==> config.mk <==
export PLATFORM = sky130hd
export DESIGN_NAME = pi_bus_xfer_flat
export DESIGN_NICKNAME = d
export VERILOG_FILES = /design/src/rtl/pi_bus_xfer_if.sv /design/src/rtl/pi_bus_xfer.sv /design/src/flat_wrapper.sv
export SDC_FILE = /design/constraint.sdc
export NUM_CORES = 1
export LEC_CHECK = 0
export ABC_AREA = 1
export CAP_MARGIN = 20
export CORE_MARGIN = 4
export CORE_UTILIZATION = 41
export CTS_BUF_LIST = sky130_fd_sc_hd__clkbuf_4 sky130_fd_sc_hd__clkbuf_8 sky130_fd_sc_hd__clkbuf_16
export DETAILED_ROUTE_END_ITERATION = 16
export PLACE_DENSITY = 0.9
export REMOVE_ABC_BUFFERS = 1
export SLEW_MARGIN = 20
export SYNTH_ARGS = -nofsm -noshare
export SYNTH_HDL_FRONTEND = slang
export SYNTH_SLANG_ARGS = --single-unit
==> constraint.sdc <==
create_clock -name sys_clk -period 1.5 [get_ports sys_clk]
set_input_delay 0.225 -clock sys_clk [delete_from_list [all_inputs] [get_ports sys_clk]]
set_output_delay 0.225 -clock sys_clk [all_outputs]
set_load 0.05 [all_outputs]
==> src/rtl/pi_bus_xfer_if.sv <==
// pi_bus_xfer_if
//   Groups the SPI-bridge handshake and the shared-RAM bus signals used by
//   pi_bus_xfer.
//
//   Bridge side : pi_pending, pi_addr[16:0], pi_wr_data[7:0], pi_rw_b,
//                 pi_rd_data[7:0], pi_done
//   Timing gen  : pi_slot
//   RAM bus     : bus_addr[16:0], bus_wr_data[7:0], bus_rd_data[7:0],
//                 bus_rw_b, bus_oe
//   Debug       : state_dbg[1:0]
//
//   Modports
//     master : the surroundings (bridge, timing generator, RAM model).
//     slave  : the pi_bus_xfer block itself.
interface pi_bus_xfer_if;
  logic        pi_pending;
  logic [16:0] pi_addr;
  logic [7:0]  pi_wr_data;
  logic        pi_rw_b;
  logic [7:0]  pi_rd_data;
  logic        pi_done;
  logic        pi_slot;
  logic [16:0] bus_addr;
  logic [7:0]  bus_wr_data;
  logic [7:0]  bus_rd_data;
  logic        bus_rw_b;
  logic        bus_oe;
  logic [1:0]  state_dbg;

  modport master (
    output pi_pending, pi_addr, pi_wr_data, pi_rw_b, pi_slot, bus_rd_data,
    input  pi_rd_data, pi_done, bus_addr, bus_wr_data, bus_rw_b, bus_oe,
           state_dbg
  );

  modport slave (
    input  pi_pending, pi_addr, pi_wr_data, pi_rw_b, pi_slot, bus_rd_data,
    output pi_rd_data, pi_done, bus_addr, bus_wr_data, bus_rw_b, bus_oe,
           state_dbg
  );
endinterface

==> src/rtl/pi_bus_xfer.sv <==
// pi_bus_xfer
//   Moves one byte between the SPI bridge and the shared RAM bus. A request
//   from the bridge is latched, then waits for a Pi bus window (pi_slot),
//   owns the bus for ACCESS_CYCLES clocks and completes with a four-phase
//   pi_pending / pi_done handshake.
//
//   Parameters
//     ACCESS_CYCLES : clocks the bus is held per access, 1..15.
//   Ports
//     sys_clk : system clock, rising edge.
//     reset   : synchronous, active-high reset.
//     xfer    : pi_bus_xfer_if.slave (bridge handshake, slot strobe,
//               RAM bus, state_dbg).
module pi_bus_xfer #(
  parameter int unsigned ACCESS_CYCLES = 3
) (
  input  logic          sys_clk,
  input  logic          reset,
  pi_bus_xfer_if.slave  xfer
);

  typedef enum logic [1:0] {
    IDLE      = 2'd0,
    WAIT_SLOT = 2'd1,
    ACCESS    = 2'd2,
    DONE      = 2'd3
  } state_t;

  localparam logic [3:0] CNT_LOAD = 4'(ACCESS_CYCLES - 1);
  // With a multi-cycle write the strobe is released in the last cycle so
  // address/data stay valid one cycle past the write strobe; a single-cycle
  // access has no room for that and keeps the strobe low throughout.
  localparam logic WR_TAIL = (ACCESS_CYCLES > 1);

  state_t      state_reg;
  state_t      state_next;
  logic [3:0]  cnt_reg;
  logic [16:0] addr_reg;
  logic [7:0]  wr_data_reg;
  logic        rw_b_reg;
  logic [7:0]  rd_data_reg;
  logic        done_reg;
  logic        bus_oe_c;
  logic        bus_rw_b_c;
  logic        last_access;

  assign last_access = (state_reg == ACCESS) && (cnt_reg == 4'd0);

  // State register
  always_ff @(posedge sys_clk) begin
    if (reset) begin
      state_reg <= IDLE;
    end else begin
      state_reg <= state_next;
    end
  end

  // Next-state logic
  always_comb begin
    state_next = state_reg;
    case (state_reg)
      IDLE: begin
        if (xfer.pi_pending) state_next = WAIT_SLOT;
      end
      WAIT_SLOT: begin
        // Withdrawn request aborts without touching the bus.
        if (!xfer.pi_pending)  state_next = IDLE;
        else if (xfer.pi_slot) state_next = ACCESS;
      end
      ACCESS: begin
        // pi_pending is deliberately not looked at: an access always runs
        // to completion once started.
        if (cnt_reg == 4'd0) state_next = DONE;
      end
      DONE: begin
        if (!xfer.pi_pending) state_next = IDLE;
      end
      default: state_next = IDLE;
    endcase
  end

  // Output logic (bus control depends on state and latched request only)
  always_comb begin
    bus_oe_c   = 1'b0;
    bus_rw_b_c = 1'b1;
    if (state_reg == ACCESS) begin
      bus_oe_c = 1'b1;
      if (!rw_b_reg) begin
        bus_rw_b_c = (cnt_reg == 4'd0) && WR_TAIL;
      end
    end
  end

  // Request latch, access counter, read capture and registered done.
  always_ff @(posedge sys_clk) begin
    if (reset) begin
      cnt_reg     <= 4'd0;
      addr_reg    <= 17'd0;
      wr_data_reg <= 8'd0;
      rw_b_reg    <= 1'b1;
      rd_data_reg <= 8'h00;
      done_reg    <= 1'b0;
    end else begin
      // The request is only sampled on IDLE exit, so it cannot move until
      // the handshake has returned to IDLE.
      if (state_reg == IDLE && xfer.pi_pending) begin
        addr_reg    <= xfer.pi_addr;
        wr_data_reg <= xfer.pi_wr_data;
        rw_b_reg    <= xfer.pi_rw_b;
      end

      if (state_reg == WAIT_SLOT && xfer.pi_pending && xfer.pi_slot) begin
        cnt_reg <= CNT_LOAD;
      end else if (state_reg == ACCESS && cnt_reg != 4'd0) begin
        cnt_reg <= cnt_reg - 4'd1;
      end

      if (last_access && rw_b_reg) begin
        rd_data_reg <= xfer.bus_rd_data;
      end

      // Registered copy of "in DONE next cycle" so pi_done is a flop output
      // that is high exactly while the FSM sits in DONE.
      done_reg <= (state_next == DONE);
    end
  end

  assign xfer.bus_oe      = bus_oe_c;
  assign xfer.bus_rw_b    = bus_rw_b_c;
  assign xfer.bus_addr    = addr_reg;
  assign xfer.bus_wr_data = wr_data_reg;
  assign xfer.pi_rd_data  = rd_data_reg;
  assign xfer.pi_done     = done_reg;
  assign xfer.state_dbg   = state_reg;

endmodule

==> src/flat_wrapper.sv <==
// flat-port wrapper written by rule: the top's interface ports become plain ports
module pi_bus_xfer_flat 
#(
  parameter int unsigned ACCESS_CYCLES = 3
)
  (sys_clk, reset, xfer_pi_pending, xfer_pi_addr, xfer_pi_wr_data, xfer_pi_rw_b, xfer_pi_slot, xfer_bus_rd_data, xfer_pi_rd_data, xfer_pi_done, xfer_bus_addr, xfer_bus_wr_data, xfer_bus_rw_b, xfer_bus_oe, xfer_state_dbg);
  pi_bus_xfer_if xfer_i ();
  input  logic sys_clk;
  input  logic reset;
  input wire logic [$bits(xfer_i.pi_pending)-1:0] xfer_pi_pending;
  input wire logic [$bits(xfer_i.pi_addr)-1:0] xfer_pi_addr;
  input wire logic [$bits(xfer_i.pi_wr_data)-1:0] xfer_pi_wr_data;
  input wire logic [$bits(xfer_i.pi_rw_b)-1:0] xfer_pi_rw_b;
  input wire logic [$bits(xfer_i.pi_slot)-1:0] xfer_pi_slot;
  input wire logic [$bits(xfer_i.bus_rd_data)-1:0] xfer_bus_rd_data;
  output wire logic [$bits(xfer_i.pi_rd_data)-1:0] xfer_pi_rd_data;
  output wire logic [$bits(xfer_i.pi_done)-1:0] xfer_pi_done;
  output wire logic [$bits(xfer_i.bus_addr)-1:0] xfer_bus_addr;
  output wire logic [$bits(xfer_i.bus_wr_data)-1:0] xfer_bus_wr_data;
  output wire logic [$bits(xfer_i.bus_rw_b)-1:0] xfer_bus_rw_b;
  output wire logic [$bits(xfer_i.bus_oe)-1:0] xfer_bus_oe;
  output wire logic [$bits(xfer_i.state_dbg)-1:0] xfer_state_dbg;
  assign xfer_i.pi_pending = xfer_pi_pending;
  assign xfer_i.pi_addr = xfer_pi_addr;
  assign xfer_i.pi_wr_data = xfer_pi_wr_data;
  assign xfer_i.pi_rw_b = xfer_pi_rw_b;
  assign xfer_i.pi_slot = xfer_pi_slot;
  assign xfer_i.bus_rd_data = xfer_bus_rd_data;
  assign xfer_pi_rd_data = xfer_i.pi_rd_data;
  assign xfer_pi_done = xfer_i.pi_done;
  assign xfer_bus_addr = xfer_i.bus_addr;
  assign xfer_bus_wr_data = xfer_i.bus_wr_data;
  assign xfer_bus_rw_b = xfer_i.bus_rw_b;
  assign xfer_bus_oe = xfer_i.bus_oe;
  assign xfer_state_dbg = xfer_i.state_dbg;
  pi_bus_xfer #(.ACCESS_CYCLES(ACCESS_CYCLES)) u_core (.sys_clk(sys_clk), .reset(reset), .xfer(xfer_i));
endmodule
Word level (Yosys, flattened, before mapping)
Index checks and enable logic that the tools add are counted.
Widths: inputs -> output; s select.
- word-level logic and storage cells: 35
- bits in read-only memories: 0
- bits of input ports: 38
- memories kept: 0
- output and inout port bits: 38
- register bits after elaboration: 41
- bits in latches: 0
- bits in writable memories: 0
- multiplexer cells: 11
- $mul: 0
- order comparisons: 0
- equal/unequal tests: 4
- bitwise logic cells: 0
- divide/modulo/power cells: 0
- add/sub/neg operators: 1
- shift operators: 0
- reductions and logical operators: 11
- operators with widths (operator ; count):
    $mux 2 ; 7
    $pmux 2 s4 ; 1
    $eq 2x2->1 const B ; 3
    $logic_and 1x1->1 ; 6
    $logic_not 4->1 ; 1
    $reduce_bool 4->1 ; 1
    $sub 4x1->4 const B ; 1
    $mux 1 ; 3
    $eq 2x1->1 const B ; 1
    $logic_not 2->1 ; 1
    $reduce_bool 2->1 ; 1
    $reduce_or 2->1 ; 1

Depth between registers and ports, before layout
- depth in word-level cells: 4
- depth in mapped cells: 9
- depth with buffers taken out: 8

Worst setup path after synthesis
OpenSTA, ideal clock, no wires.
- path kind: register to output
- from: register u_core.state_reg[1] (netlist: u_core.xfer.state_dbg[1])
- to: output xfer_bus_rw_b
- cell stages (with the launch flop): 5
- arrival time: 1.638 ns
- buffers on the path: 0
- slack: -0.363 ns
- cells stage by stage: dfxtp_1 nand2_2 inv_2 nand2_2 or2_2
- longest elaborated chain between the ends: 2
- ends and longest elaborated chain (what ; RTL line ; source):
    start, declared ; pi_bus_xfer.sv:35 ; state_t state_reg;
    start signal, assigned ; pi_bus_xfer.sv:54 ; state_reg <= state_next;
    $eq 2x2->1 ; pi_bus_xfer.sv:86 ; if (state_reg == ACCESS) begin
    $mux 1 ; pi_bus_xfer.sv:86 ;
    end, declared ; flat_wrapper.sv:20 ; output wire logic [$bits(xfer_i.bus_rw_b)-1:0] xfer_bus_rw_b;
Every way passes these cells.

Final worst setup path
- from: register u_core.cnt_reg[1]
- to: output xfer_bus_rw_b
- longest elaborated chain between the ends: 3
- ends and longest elaborated chain (what ; RTL line ; source):
    start, declared ; pi_bus_xfer.sv:37 ; logic [3:0] cnt_reg;
    start signal, assigned ; pi_bus_xfer.sv:115 ; cnt_reg <= cnt_reg - 4'd1;
    $logic_not 4->1 ; pi_bus_xfer.sv:89 ; bus_rw_b_c = (cnt_reg == 4'd0) && WR_TAIL;
    $mux 1 ; pi_bus_xfer.sv:88 ; if (!rw_b_reg) begin
    $mux 1 ; pi_bus_xfer.sv:86 ;
Every way passes these cells.

==> results list <==
- Number of hold buffers added after cts: 0
- The worst register-to-register path ends at u_core.xfer.pi_rd_data[4]$_SDFFE_PP0P_.
- Violations in the final reports: negative setup slack
- The biggest area contributor in the post-synthesis netlist is dfxtp_1.
- Cells with a size suffix above 1 make up 23.53% of the layout.
* Num CTS Buffers: 5
* Post-layout min period: roughly 1.6 ns
* Register bit total from synthesis: 41
* Setup slack of the worst register-to-register path: ~0.14 ns
- Summing every instance area after synthesis gives 1683 um2.
* Worst min-delay path startpoint: u_core.cnt_reg[0]$_SDFFE_PP0P_
* Critical path origin: u_core.cnt_reg[1]$_SDFFE_PP0P_
- Data arrives at the worst endpoint at 1.33 ns.
* Ant diodes: 0
- Relative to the synthesized area, the layout overhead comes to 54.50%.
- Detail Route Antenna Nets: 0
- Final routed wire length divided by cell count: roughly 11 um
- The count of cells in the finished layout, fillers not included, comes to 373.
* Placed cell count: 362
- The number of hold violations in the final report is 0.
- Row generation in the floorplan step produced 23 rows.
- The register with the most flip-flops in the layout has 17 of them.
- Highest net fanout along the worst path: 2
* CTS tree: yes
- Max capacitance violation total: 0
- Share of Yosys cell area claimed by the top area cell type: 48.77%
- Initial detailed-routing violation count: 83
* Die extent in x: 72.07 um
* Warnings from Yosys: 0
* Worst reg2reg path startpoint: u_core.cnt_reg[1]$_SDFFE_PP0P_
- Routability-driven placement finished with a final weighted congestion of 0.8072.
- Largest net degree at the start of global routing: 27
* Worst clock skew: 0.002927 ns
* Hold Path Cell Cnt: 2
- After detailed routing, the number of remaining DRC violations is 0.
- Initial core utilization: roughly 42%
- Derived from the worst setup path, the maximum achievable clock frequency is 0.6448 GHz.
* Ratio of final minimum period to clock period: 103.4%
* Number of library cell types mapped by synthesis: 22
- The cell sitting at the root of the clock tree is a clkbuf_8.
- Measured in cells, the most critical reg-to-reg path has a length of 9.
- Setup slack of the critical path after layout: -0.05078 ns
- The first global-routing pass estimated 6720 um of wire.
- The initial antenna violation count is 0.
- Global routing finished with a remaining overflow of 0.
- The min-delay analysis places its worst path in the category reg -> reg.
* Buffers on Ports: 75
* Biggest area contributors in the synthesized netlist: dfxtp_1, nor2_1, inv_1, nand2_1, o21ai_0
- Number of iterations in the first detailed-routing pass: 4
* VDD IR-drop max: around 680 uV
- Setup repair after global routing missed its margin: true
- Total core area: 3971 um2
* Post-Route WL: roughly 4100 um
- The worst setup path is launched from a register.
* Required time of the critical path: approximately 1.3 ns
* Count of boundary I/O pins: 76
* Overall power consumption: 2.694 mW
* Pwr/cell area: 1036 nW/um2
- GR Util All Layers: 16.68%
- Max Buffers Root-to-Sink: 2
- The worst hold path terminates at u_core.cnt_reg[0]$_SDFFE_PP0P_.
- At the later pin of the worst-skew pair, clock insertion delay measures approximately 0.30 ns.
* H-tree levels: 2
- After detailed routing, the number of vias per cell comes to around 4.5.
* Net count reported at finish: between 300 and 400
- The die covers ~5200 um2.
* Clock-pin transition on the worst setup and hold timing paths: 0.08 ns
- Placed wire-length estimate after detailed placement: 3115 um
- After synthesis, flip-flops and latches occupy 48.77% of the total area.
- Measured along the y axis, the die boundary spans 72.07 um.
- CP Class: reg -> out
* Synthesized instance count: 236
* Worst Max-Slew Pin Slew: 0.2590 ns
* Number of global-route vias before repair: between 1,500 and 2,000
* Type of element capturing the critical path: output port
* Routed vias: 1,678
- The tree built by TritonCTS fans out to 41 sinks.
- Final Setup Violations: 1
- Slew headroom: 82.74%
- The number of max-slew violations in the final report is 0.
- Per-instance average area after synthesis: roughly 7 um2
- The analysis attributes to cell leakage a power of 1.237 nW.
- Run status: finished, violations left
==> metrics by stage <==
stage	cell area (um2)	setup WS [ns]	util [%]	TNS [ns]	hold WS [ns]
6_report	2600	-0.05078	65.47	-0.05078	0.4764
5_1_grt	2600	-0.1065	65.47	-0.1065	0.5110
4_1_cts	2600	-0.06172	65.47	-0.06172	0.4816
3_5_place_dp	2459	0.03819	61.91	0	0.4642
3_3_place_gp	2459	0.06057	61.91	0	0.4545
2_1_floorplan	1628	-0.3627	-	-0.4361	0.2944
==> routing by layer <==
metal | up-vias | GRT usage [%] | part of all wire (%)
li1 | 886 | - | -
met1 | 728 | 17.78 | 41
met2 | 58 | 29.52 | 49
met3 | 6 | 6.094 | 8.2
met4 | 0 | 6.889 | 1.1
met5 | - | 0 | 0
==> cells in the mapped netlist <==
cell type / n
nor2_1: 63
dfxtp_1: 41
inv_1: 33
nand2_1: 33
o21ai_0: 23
nand3_1: 12
a21oi_1: 6
nand2_2: 4
buf_4: 3
clkbuf_1: 3
buf_2: 2
inv_2: 2
o21ai_1: 2
a31oi_1: 1
buf_6: 1
ha_1: 1
inv_4: 1
nand3_4: 1
nor2_2: 1
nor2_4: 1
or2_2: 1
xor2_1: 1
==> cell type report <==
| cell class | count | area [um2] |
|---|---|---|
| clock buffers | 5 | 68.82 |
| clock inverters | 3 | 17.52 |
| fillers | 339 | 1371 |
| inverters | 36 | 140.1 |
| multi-input cells | 150 | 689.4 |
| flip-flops and latches | 41 | 823.3 |
| well taps | 50 | 62.56 |
| repair buffers | 88 | 798.3 |
==> kinds of logic after synthesis <==
logic type / Yosys count / synth area share (%)
AND/OR/NAND/NOR: 116 / 28.92
AO/OA/AOI/OAI: 32 / 9.591
buffers and inverters: 45 / 11.45
flip-flops: 41 / 48.77
adder cells (fa/ha/maj): 1 / 0.7434
XOR/XNOR: 1 / 0.5205
==> critical path, stage by stage, from the launching register on <==
cell and delay, ns:
dfxtp_2 0.34, inv_2 0.05, ha_4 0.15, nand2_2 0.06
nand2_2 0.05, or2_4 0.23, buf_8 0.15
==> power by group <==
part           switching [mW]  internal (mW)  total [mW]
logic                   0.480          0.290       0.770
registers              0.0452           1.17        1.22
clock network           0.388          0.321       0.709
==> what timing repair did <==
action	in CTS	in global routing
resized for setup	12	0
pin swaps	2	0
setup buffers	3	0
setup endpoints to repair	1	1
==> placed cells by master, fill, tap and decap left out <==
master	instances
nand3_1	12
nor2_2	1
clkinv_2	2
nor2_1	63
buf_8	1
nand2_4	1
clkinvlp_4	1
nor2_4	1
o21ai_1	2
a21oi_1	6
o21ai_0	23
buf_12	3
inv_1	30
dfxtp_2	2
buf_4	47
nand2_2	3
xor2_1	1
or2_4	1
clkdlybuf4s50_1	37
a31oi_1	1
nand2_1	33
ha_4	1
inv_4	2
inv_2	4
dfxtp_1	39
clkbuf_8	5
nand3_4	1
==> worst max-delay path by stage <==
stage                          endpoint  slack [ns]  depth (start not counted)
final                     xfer_bus_rw_b       -0.05                          6
after global placement    xfer_bus_rw_b        0.06                          6
after CTS                 xfer_bus_rw_b       -0.06                          6
after floorplan           xfer_bus_rw_b       -0.36                          4
after detailed placement  xfer_bus_rw_b        0.04                          6
after global routing      xfer_bus_rw_b       -0.11                          6
Note: power is estimated with default switching activity, not from simulation.
